==> src/rtl/pairwise_xnor_matrix_pkg.sv <==
// Shared constants for the pairwise XNOR equality matrix stage.
// The package name is fixed by the block's decomposition; the file follows the bundle layout.
package pairwise_xnor_pkg;

    localparam int unsigned N_IN  = 5;
    localparam int unsigned OUT_W = N_IN * N_IN;
    localparam int unsigned CNT_W = 5;

    localparam logic [OUT_W-1:0] ALL_ONES = 25'h1FFFFFF;
    localparam logic [CNT_W-1:0] MAX_CNT  = CNT_W'(OUT_W);

endpackage

==> src/rtl/pairwise_xnor_matrix_if.sv <==
// Operand/result bundle for pairwise_xnor_matrix; master drives operands, slave returns results.
interface pairwise_xnor_matrix_if;
    import pairwise_xnor_pkg::*;

    logic             in_valid;
    logic             a;
    logic             b;
    logic             c;
    logic             d;
    logic             e;
    logic [OUT_W-1:0] out;
    logic             out_valid;
    logic [CNT_W-1:0] match_count;
    logic             all_equal;

    modport master (
        output in_valid, a, b, c, d, e,
        input  out, out_valid, match_count, all_equal
    );

    modport slave (
        input  in_valid, a, b, c, d, e,
        output out, out_valid, match_count, all_equal
    );

endinterface

==> src/rtl/pairwise_xnor_matrix_popcount.sv <==
// Combinational population count of the 25-bit equality matrix.
module popcount25
    import pairwise_xnor_pkg::*;
(
    input  logic [OUT_W-1:0] vec_i,
    output logic [CNT_W-1:0] cnt_o
);

    always_comb begin
        cnt_o = '0;
        for (int i = 0; i < int'(OUT_W); i++) begin
            cnt_o = cnt_o + CNT_W'(vec_i[i]);
        end
    end

endmodule

==> src/rtl/pairwise_xnor_matrix.sv <==
// Registered 5x5 equality matrix of a..e with match count and all-equal flag, one-cycle latency.
module pairwise_xnor_matrix
    import pairwise_xnor_pkg::*;
(
    input  logic                  clk,
    input  logic                  rst,
    pairwise_xnor_matrix_if.slave bus
);

    logic [N_IN-1:0]  x;
    logic [OUT_W-1:0] mat;
    logic [CNT_W-1:0] mat_cnt;

    logic [OUT_W-1:0] out_d,       out_q;
    logic [CNT_W-1:0] cnt_d,       cnt_q;
    logic             all_eq_d,    all_eq_q;
    logic             out_valid_d, out_valid_q;

    assign x = {bus.e, bus.d, bus.c, bus.b, bus.a};

    // Row i is operand xi compared against x0..x4; row 0 lands in the MSBs.
    always_comb begin
        mat = '0;
        for (int i = 0; i < int'(N_IN); i++) begin
            for (int j = 0; j < int'(N_IN); j++) begin
                mat[int'(OUT_W) - 1 - int'(N_IN) * i - j] = ~(x[i] ^ x[j]);
            end
        end
    end

    popcount25 u_popcount (
        .vec_i (mat),
        .cnt_o (mat_cnt)
    );

    always_comb begin
        out_d       = out_q;
        cnt_d       = cnt_q;
        all_eq_d    = all_eq_q;
        out_valid_d = bus.in_valid;
        if (bus.in_valid) begin
            out_d    = mat;
            cnt_d    = mat_cnt;
            all_eq_d = (mat_cnt == MAX_CNT);
        end
    end

    always_ff @(posedge clk) begin
        if (rst) begin
            out_q       <= '0;
            cnt_q       <= '0;
            all_eq_q    <= 1'b0;
            out_valid_q <= 1'b0;
        end else begin
            out_q       <= out_d;
            cnt_q       <= cnt_d;
            all_eq_q    <= all_eq_d;
            out_valid_q <= out_valid_d;
        end
    end

    assign bus.out         = out_q;
    assign bus.match_count = cnt_q;
    assign bus.all_equal   = all_eq_q;
    assign bus.out_valid   = out_valid_q;

endmodule

==> src/flat_wrapper.sv <==
// flat-port wrapper written by rule: the top's interface ports become plain ports
module pairwise_xnor_matrix_flat import pairwise_xnor_pkg::*;
  (clk, rst, bus_in_valid, bus_a, bus_b, bus_c, bus_d, bus_e, bus_out, bus_out_valid, bus_match_count, bus_all_equal);
  pairwise_xnor_matrix_if bus_i ();
  input  logic clk;
  input  logic rst;
  input wire logic [$bits(bus_i.in_valid)-1:0] bus_in_valid;
  input wire logic [$bits(bus_i.a)-1:0] bus_a;
  input wire logic [$bits(bus_i.b)-1:0] bus_b;
  input wire logic [$bits(bus_i.c)-1:0] bus_c;
  input wire logic [$bits(bus_i.d)-1:0] bus_d;
  input wire logic [$bits(bus_i.e)-1:0] bus_e;
  output wire logic [$bits(bus_i.out)-1:0] bus_out;
  output wire logic [$bits(bus_i.out_valid)-1:0] bus_out_valid;
  output wire logic [$bits(bus_i.match_count)-1:0] bus_match_count;
  output wire logic [$bits(bus_i.all_equal)-1:0] bus_all_equal;
  assign bus_i.in_valid = bus_in_valid;
  assign bus_i.a = bus_a;
  assign bus_i.b = bus_b;
  assign bus_i.c = bus_c;
  assign bus_i.d = bus_d;
  assign bus_i.e = bus_e;
  assign bus_out = bus_i.out;
  assign bus_out_valid = bus_i.out_valid;
  assign bus_match_count = bus_i.match_count;
  assign bus_all_equal = bus_i.all_equal;
  pairwise_xnor_matrix u_core (.clk(clk), .rst(rst), .bus(bus_i));
endmodule
==> config.mk <==
export PLATFORM = sky130hd
export DESIGN_NAME = pairwise_xnor_matrix_flat
export DESIGN_NICKNAME = d
export VERILOG_FILES = /design/src/rtl/pairwise_xnor_matrix_pkg.sv /design/src/rtl/pairwise_xnor_matrix_if.sv /design/src/rtl/pairwise_xnor_matrix_popcount.sv /design/src/rtl/pairwise_xnor_matrix.sv /design/src/flat_wrapper.sv
export SDC_FILE = /design/constraint.sdc
export NUM_CORES = 1
export LEC_CHECK = 0
export BUFFER_PORTS_ARGS = -buffer_cell sky130_fd_sc_hd__buf_2
export CAP_MARGIN = 5
export CORE_ASPECT_RATIO = 1.5
export CORE_UTILIZATION = 44
export DETAILED_ROUTE_END_ITERATION = 8
export PLACE_DENSITY = 0.84
export SLEW_MARGIN = 20
export SYNTH_ARGS = -nofsm -noshare
export SYNTH_HDL_FRONTEND = slang
export SYNTH_SLANG_ARGS = --single-unit
==> constraint.sdc <==
create_clock -name clk -period 3.65 [get_ports clk]
set_clock_uncertainty 0.1 [all_clocks]
set_input_delay 0.73 -clock clk [delete_from_list [all_inputs] [get_ports clk]]
set_output_delay 0.73 -clock clk [all_outputs]
set_load 0.005 [all_outputs]
==> Word-level counts from Yosys, hierarchy flattened <==
Index checks and enable logic that the tools add are counted.
{ "classes": {"n_addsub": 24, "mul": 0, "div_mod_pow": 0, "magnitude_cmp": 0, "eq_ne": 1, "shift": 0, "n_mux": 0, "bitwise_logic": 20, "reduce_logical": 0} }
{ "op_table": {"columns": ["cell", "n"], "rows": [
  ["5-bit by 1-bit adder with 5-bit output", 16],
  ["5-bit by 1-bit adder with 5-bit output (second input constant)", 4],
  ["1-bit inverter", 10],
  ["1-bit XOR", 10],
  ["4-bit by 1-bit adder with 5-bit output", 1],
  ["5-bit == test (second input constant)", 1],
  ["3-bit by 1-bit adder with 4-bit output", 1],
  ["2-bit by 1-bit adder with 3-bit output", 1],
  ["1-bit by 1-bit adder with 2-bit output (first input constant)", 1]
]} }
{ "word_totals": {"regBits": 32, "latch_bits": 0, "mem_bits_rw": 0, "romBits": 0, "input_bits": 8, "output_inout_bits": 32, "wordCells": 49, "memories": 0} }

==> Depth between registers and ports, before layout <==
{ "logic_depth": {"depth_word": 27, "mapped_depth": 15, "mapped_depth_nobuf": 14} }

==> By module <==
A second synthesis with hierarchy kept.
{ "hier_totals": {"cells_unflattened": 163, "area_unflattened_um2": 1594.0} }
{ "modules_own_cells": {"columns": ["mod", "instances", "cells_per_inst", "area_per_inst_um2", "seq_area_each_um2"], "rows": [
  ["pairwise_xnor_matrix", 1, 92, 953.4, 360.3],
  ["popcount25", 1, 71, 640.6, 0.0]
]} }

==> Worst setup path after synthesis <==
No wires, ideal clock.
{ "synth_path": {"path_kind": "input to register", "startpoint": "in bus_b", "endpoint": "reg u_core.all_eq_q (netlist: u_core.bus.all_equal)", "setup_time_ns": 0.124, "arrival_time_ns": 3.682, "t_required_ns": 3.426, "slack_ns": -0.256, "path_stages": 14, "n_path_buf": 1, "cell_sequence": "clkbuf_1 xnor2_1 inv_1 ha_1 ha_1 ha_1 fa_1 inv_1 fa_1 nand2b_1 a21oi_1 xor2_1 a32oi_1 nor2_1"} }
{ "synth_via": {"word_cells_on_any_way": 31, "cone_classes": "add/sub (22); eq/ne (1); bitwise (8)"} }
{ "synth_lines": {"columns": ["item", "line", "text"], "rows": [
  ["start, declared", "flat_wrapper.sv:9", "input wire logic [$bits(bus_i.b)-1:0] bus_b;"],
  ["1-bit XOR (*)", "pairwise_xnor_matrix.sv:26", "mat[int'(OUT_W) - 1 - int'(N_IN) * i - j] = ~(x[i] ^ x[j]);"],
  ["1-bit inverter (*)", "pairwise_xnor_matrix.sv:26", null],
  ["net u_core.mat[13]", "pairwise_xnor_matrix.sv:11", "logic [OUT_W-1:0] mat;"],
  ["5-bit by 1-bit adder with 5-bit output (4 in a row)", "pairwise_xnor_matrix_popcount.sv:12", "cnt_o = cnt_o + CNT_W'(vec_i[i]);"],
  ["5-bit by 1-bit adder with 5-bit output (*) (8 in a row)", "pairwise_xnor_matrix_popcount.sv:12", null],
  ["5-bit == test (*)", "pairwise_xnor_matrix.sv:44", "all_eq_d = (mat_cnt == MAX_CNT);"],
  ["end signal, assigned", "pairwise_xnor_matrix.sv:57", "all_eq_q <= all_eq_d;"],
  ["end, declared", "pairwise_xnor_matrix.sv:16", "logic all_eq_d, all_eq_q;"]
]} }
The timed path passes the listed nets; every way through them passes the cells marked *.
A chain may end at the register's enable or synchronous reset.

==> Worst setup path in the final report <==
{ "layout_path": {"startpoint": "in bus_c", "endpoint": "reg u_core.cnt_q[4] (netlist: u_core.bus.match_count[4])"} }
{ "layout_via": {"word_cells_on_any_way": 31, "cone_classes": "add/sub (23); bitwise (8)"} }
{ "layout_lines": {"columns": ["item", "line", "text"], "rows": [
  ["start, declared", "flat_wrapper.sv:10", "input wire logic [$bits(bus_i.c)-1:0] bus_c;"],
  ["1-bit XOR (*)", "pairwise_xnor_matrix.sv:26", null],
  ["1-bit inverter (*)", "pairwise_xnor_matrix.sv:26", null],
  ["net u_core.mat[13]", "pairwise_xnor_matrix.sv:11", null],
  ["5-bit by 1-bit adder with 5-bit output (4 in a row)", "pairwise_xnor_matrix_popcount.sv:12", null],
  ["5-bit by 1-bit adder with 5-bit output (*) (8 in a row)", "pairwise_xnor_matrix_popcount.sv:12", null],
  ["end signal, assigned", "pairwise_xnor_matrix.sv:56", "cnt_q <= cnt_d;"],
  ["end, declared", "pairwise_xnor_matrix.sv:15", "logic [CNT_W-1:0] cnt_d, cnt_q;"]
]} }
Marks and branches as above.

==> qor.yml <==
sta:
  worst_slack_ns: 0.168
  report.final.hold_viol_count: 0
  finalSetupViolCount: 0
  rsz0062_at_grt: "false"
  timing.final.crit_share_pct: 95.4
  min_period_ns: 3.48
  slew_violations: 0
  fmax_ghz: 0.287
worst_setup_path:
  setup.worst_path.end_class: "flop"
  startpoint_type: "input pin"
  path_class: "in -> reg"
  reg2reg_slack_ns: 2.85
  r2r-start: "u_core.bus.out[11]"
  r2r_cells: 3
  worstPathRequired_ns: 3.78
  crit_fanout: 3
  cp_data_arrival_time_ns: 3.62
  r2r-end: "u_core.bus.out[11]"
run_status:
  violations: "DRC"
  outcome: "finished, violations left"
drt:
  routedWlPerCell_um: 11.6
  drc: 2
  drt_iter0_drc: 23
  vias_per_cell: 5.00
  ant_nets: 0
  wirelength_mm: 2.16
  drt_pass1_iterations: 8
  via_count: 925
layout:
  antennaDiodeCount: 0
  area_growth_pct: 19.3
  nets: 182
  fill_cells: 219
  finalNonFillerCells: 185
  layout-drive-gt1-share_pct: 39.1
  utilization_pct: 56.5
floorplan:
  die_h_um: 65.2
  num_rows: 22
  coreArea_um2: 2480
  initial_core_util_pct: 47.3
  dieWidth_um: 44.1
  io_pins: 40
  dieArea_um2: 2880
synthesis:
  ys_ff_latch: 17
  syn-cell-area_um2: 1170
  synth_common_cells: "23 x nor2_1, 17 x dfxtp_1, 15 x buf_4"
  synth_top_area_share_pct: 29.0
  yosysMostFrequentCell: "nor2_1"
  ys_types: 27
  syn_area_per_cell_um2: 8.81
  synthArstFlopShare_pct: 0
  synth_cells: 133
  ys.flop_type: "dfxtp_1"
  synth_edf_count: 0
  ys_seq_area_share_pct: 29.0
  synth.area.top_cells: "dfxtp_1 29%, buf_4 9.6%, ha_1 9.6%"
  synth_top_cell_by_area: "dfxtp_1"
  synthesis.nets: 153
  yosys_warnings: 0
clocking:
  clkSinkCount: 17
  htree_levels: 1
  clock_latency_ns: 0.29
  cts_tree: "yes"
  clkSlewWorstSetupHoldPaths_ns: 0.10
  postCtsSetupRepairBufs: 0
  cts.repair.resized: 0
  holdBufCountCts: 0
  root_buffer: "clkbuf_4"
  cts-buffers-inserted: 3
  clockBufferDepth: 2
placed_design:
  hpwl_mm: 1.83
  port_buffers: 39
  place_ws_ns: -0.130
  placed_cells: 181
  place_congestion: 0.800
global_routing:
  first_global_vias: 899
  grt_pass1_wl_mm: 3.77
  antenna_found_initial: 0
  grt_max_degree: 18
  grt-ovfl-total: 0
  grt_use_total_pct: 17.2
hold_path:
  hp-class: "reg -> reg"
  worstHoldEndpoint: "u_core.bus.all_equal"
  min_path_cells: 2
  hold_start: "u_core.bus.all_equal"
pwr:
  power_density_nw_per_um2: 627
  ir_worst_vdd_mv: 0.319
  p_leak_uw: 0.000736
flow_run:
  maxCapViolations: 0
-- how the worst max path moves through the flow --
stage / start / slack, ns / cells after the start / end
2_1_floorplan: bus_d / 0.003 / 13 / u_core.bus.all_equal
3_3_place_gp: bus_c / -0.04 / 13 / u_core.bus.all_equal
3_5_place_dp: bus_c / -0.13 / 14 / u_core.bus.all_equal
4_1_cts: bus_c / 0.18 / 14 / u_core.bus.all_equal
5_1_grt: bus_c / 0.02 / 14 / u_core.bus.all_equal
6_report: bus_c / 0.17 / 14 / u_core.bus.match_count[4]
-- kinds of logic (layout without fill, tap and decap cells) --
group	after synthesis	in the layout	synth area share (%)
DFF	17	17	29.0
xor gates and xnor gates	12	12	8.96
other	2	2	0.641
adders and majority gates	12	12	14.7
muxes	9	9	7.68
AOI/OAI and AO/OA	10	10	6.51
and+or+nand+nor	39	39	16.0
buffers and inverters	32	60	16.4
-- cell type report --
class	instances	area (µm²)	share of cell area (%)
Sequential cell	17	340	24.3
Timing Repair Buffer	48	263	18.8
Clock buffer	4	26.3	1.88
Tap cell	24	30.0	2.15
Multi-Input combinational cell	84	709	50.7
Inverter	8	30.0	2.15
-- metal layers --
metal | wire length (µm) | GRT usage, % | up-vias | part of all wire, %
met1 | 850 | 18.3 | 424 | 39
met3 | 70 | 1.92 | 5 | 3.2
met2 | 1180 | 31.8 | 30 | 55
li1 | - | - | 466 | -
met5 | 0 | 0 | - | 0
met4 | 54 | 8.71 | 0 | 2.5
-- layout by cell type, fill, tap and decap left out, types with 2 or more instances in the layout --
cell type and count:
mux2i_1 9, inv_1 8, nor2_1 23, and3_1 2
xor2_1 5, nor3b_1 2, buf_2 39, o21ai_0 2
and3b_2 2, ha_1 6, clkbuf_4 3, xnor2_1 6
buf_4 9, conb_1 2, a21oi_1 5, nor3_1 3
nand2_1 3, fa_1 2, ha_4 3, dfxtp_1 17
-- sequential cells by signal (all words and copies together) (netlist names) --
| name | cells |
|---|---|
| u_core.bus.all_equal | 1 |
| u_core.bus.match_count | 4 |
| u_core.bus.out | 11 |
| u_core.bus.out_valid | 1 |
-- power breakdown --
part | internal [µW] | switching [µW]
sequential | 214 | 15.5
clock | 42.5 | 56.9
combinational | 290 | 257
-- through the flow --
stage                     setup TNS (ns)  total power [µW]  area, µm²  hold WS, ns
after global routing                   0               955       1400        0.439
after detailed placement          -0.331               783       1370        0.382
after CTS                              0               882       1400        0.405
final                                  0               877       1400        0.400
after floorplan                        0               652       1250        0.372
after global placement           -0.0765               760       1370        0.373
-- critical path: stages --
cell      delay, ns
buf_2          0.13
xnor2_2        0.23
inv_1          0.07
ha_1           0.27
ha_1           0.29
ha_1           0.29
fa_1           0.51
inv_1          0.06
fa_2           0.36
nand2b_4       0.15
a21oi_2        0.12
xor2_1         0.20
mux2i_1        0.10
nor2_1         0.10
(Power assumes the default switching activity.)
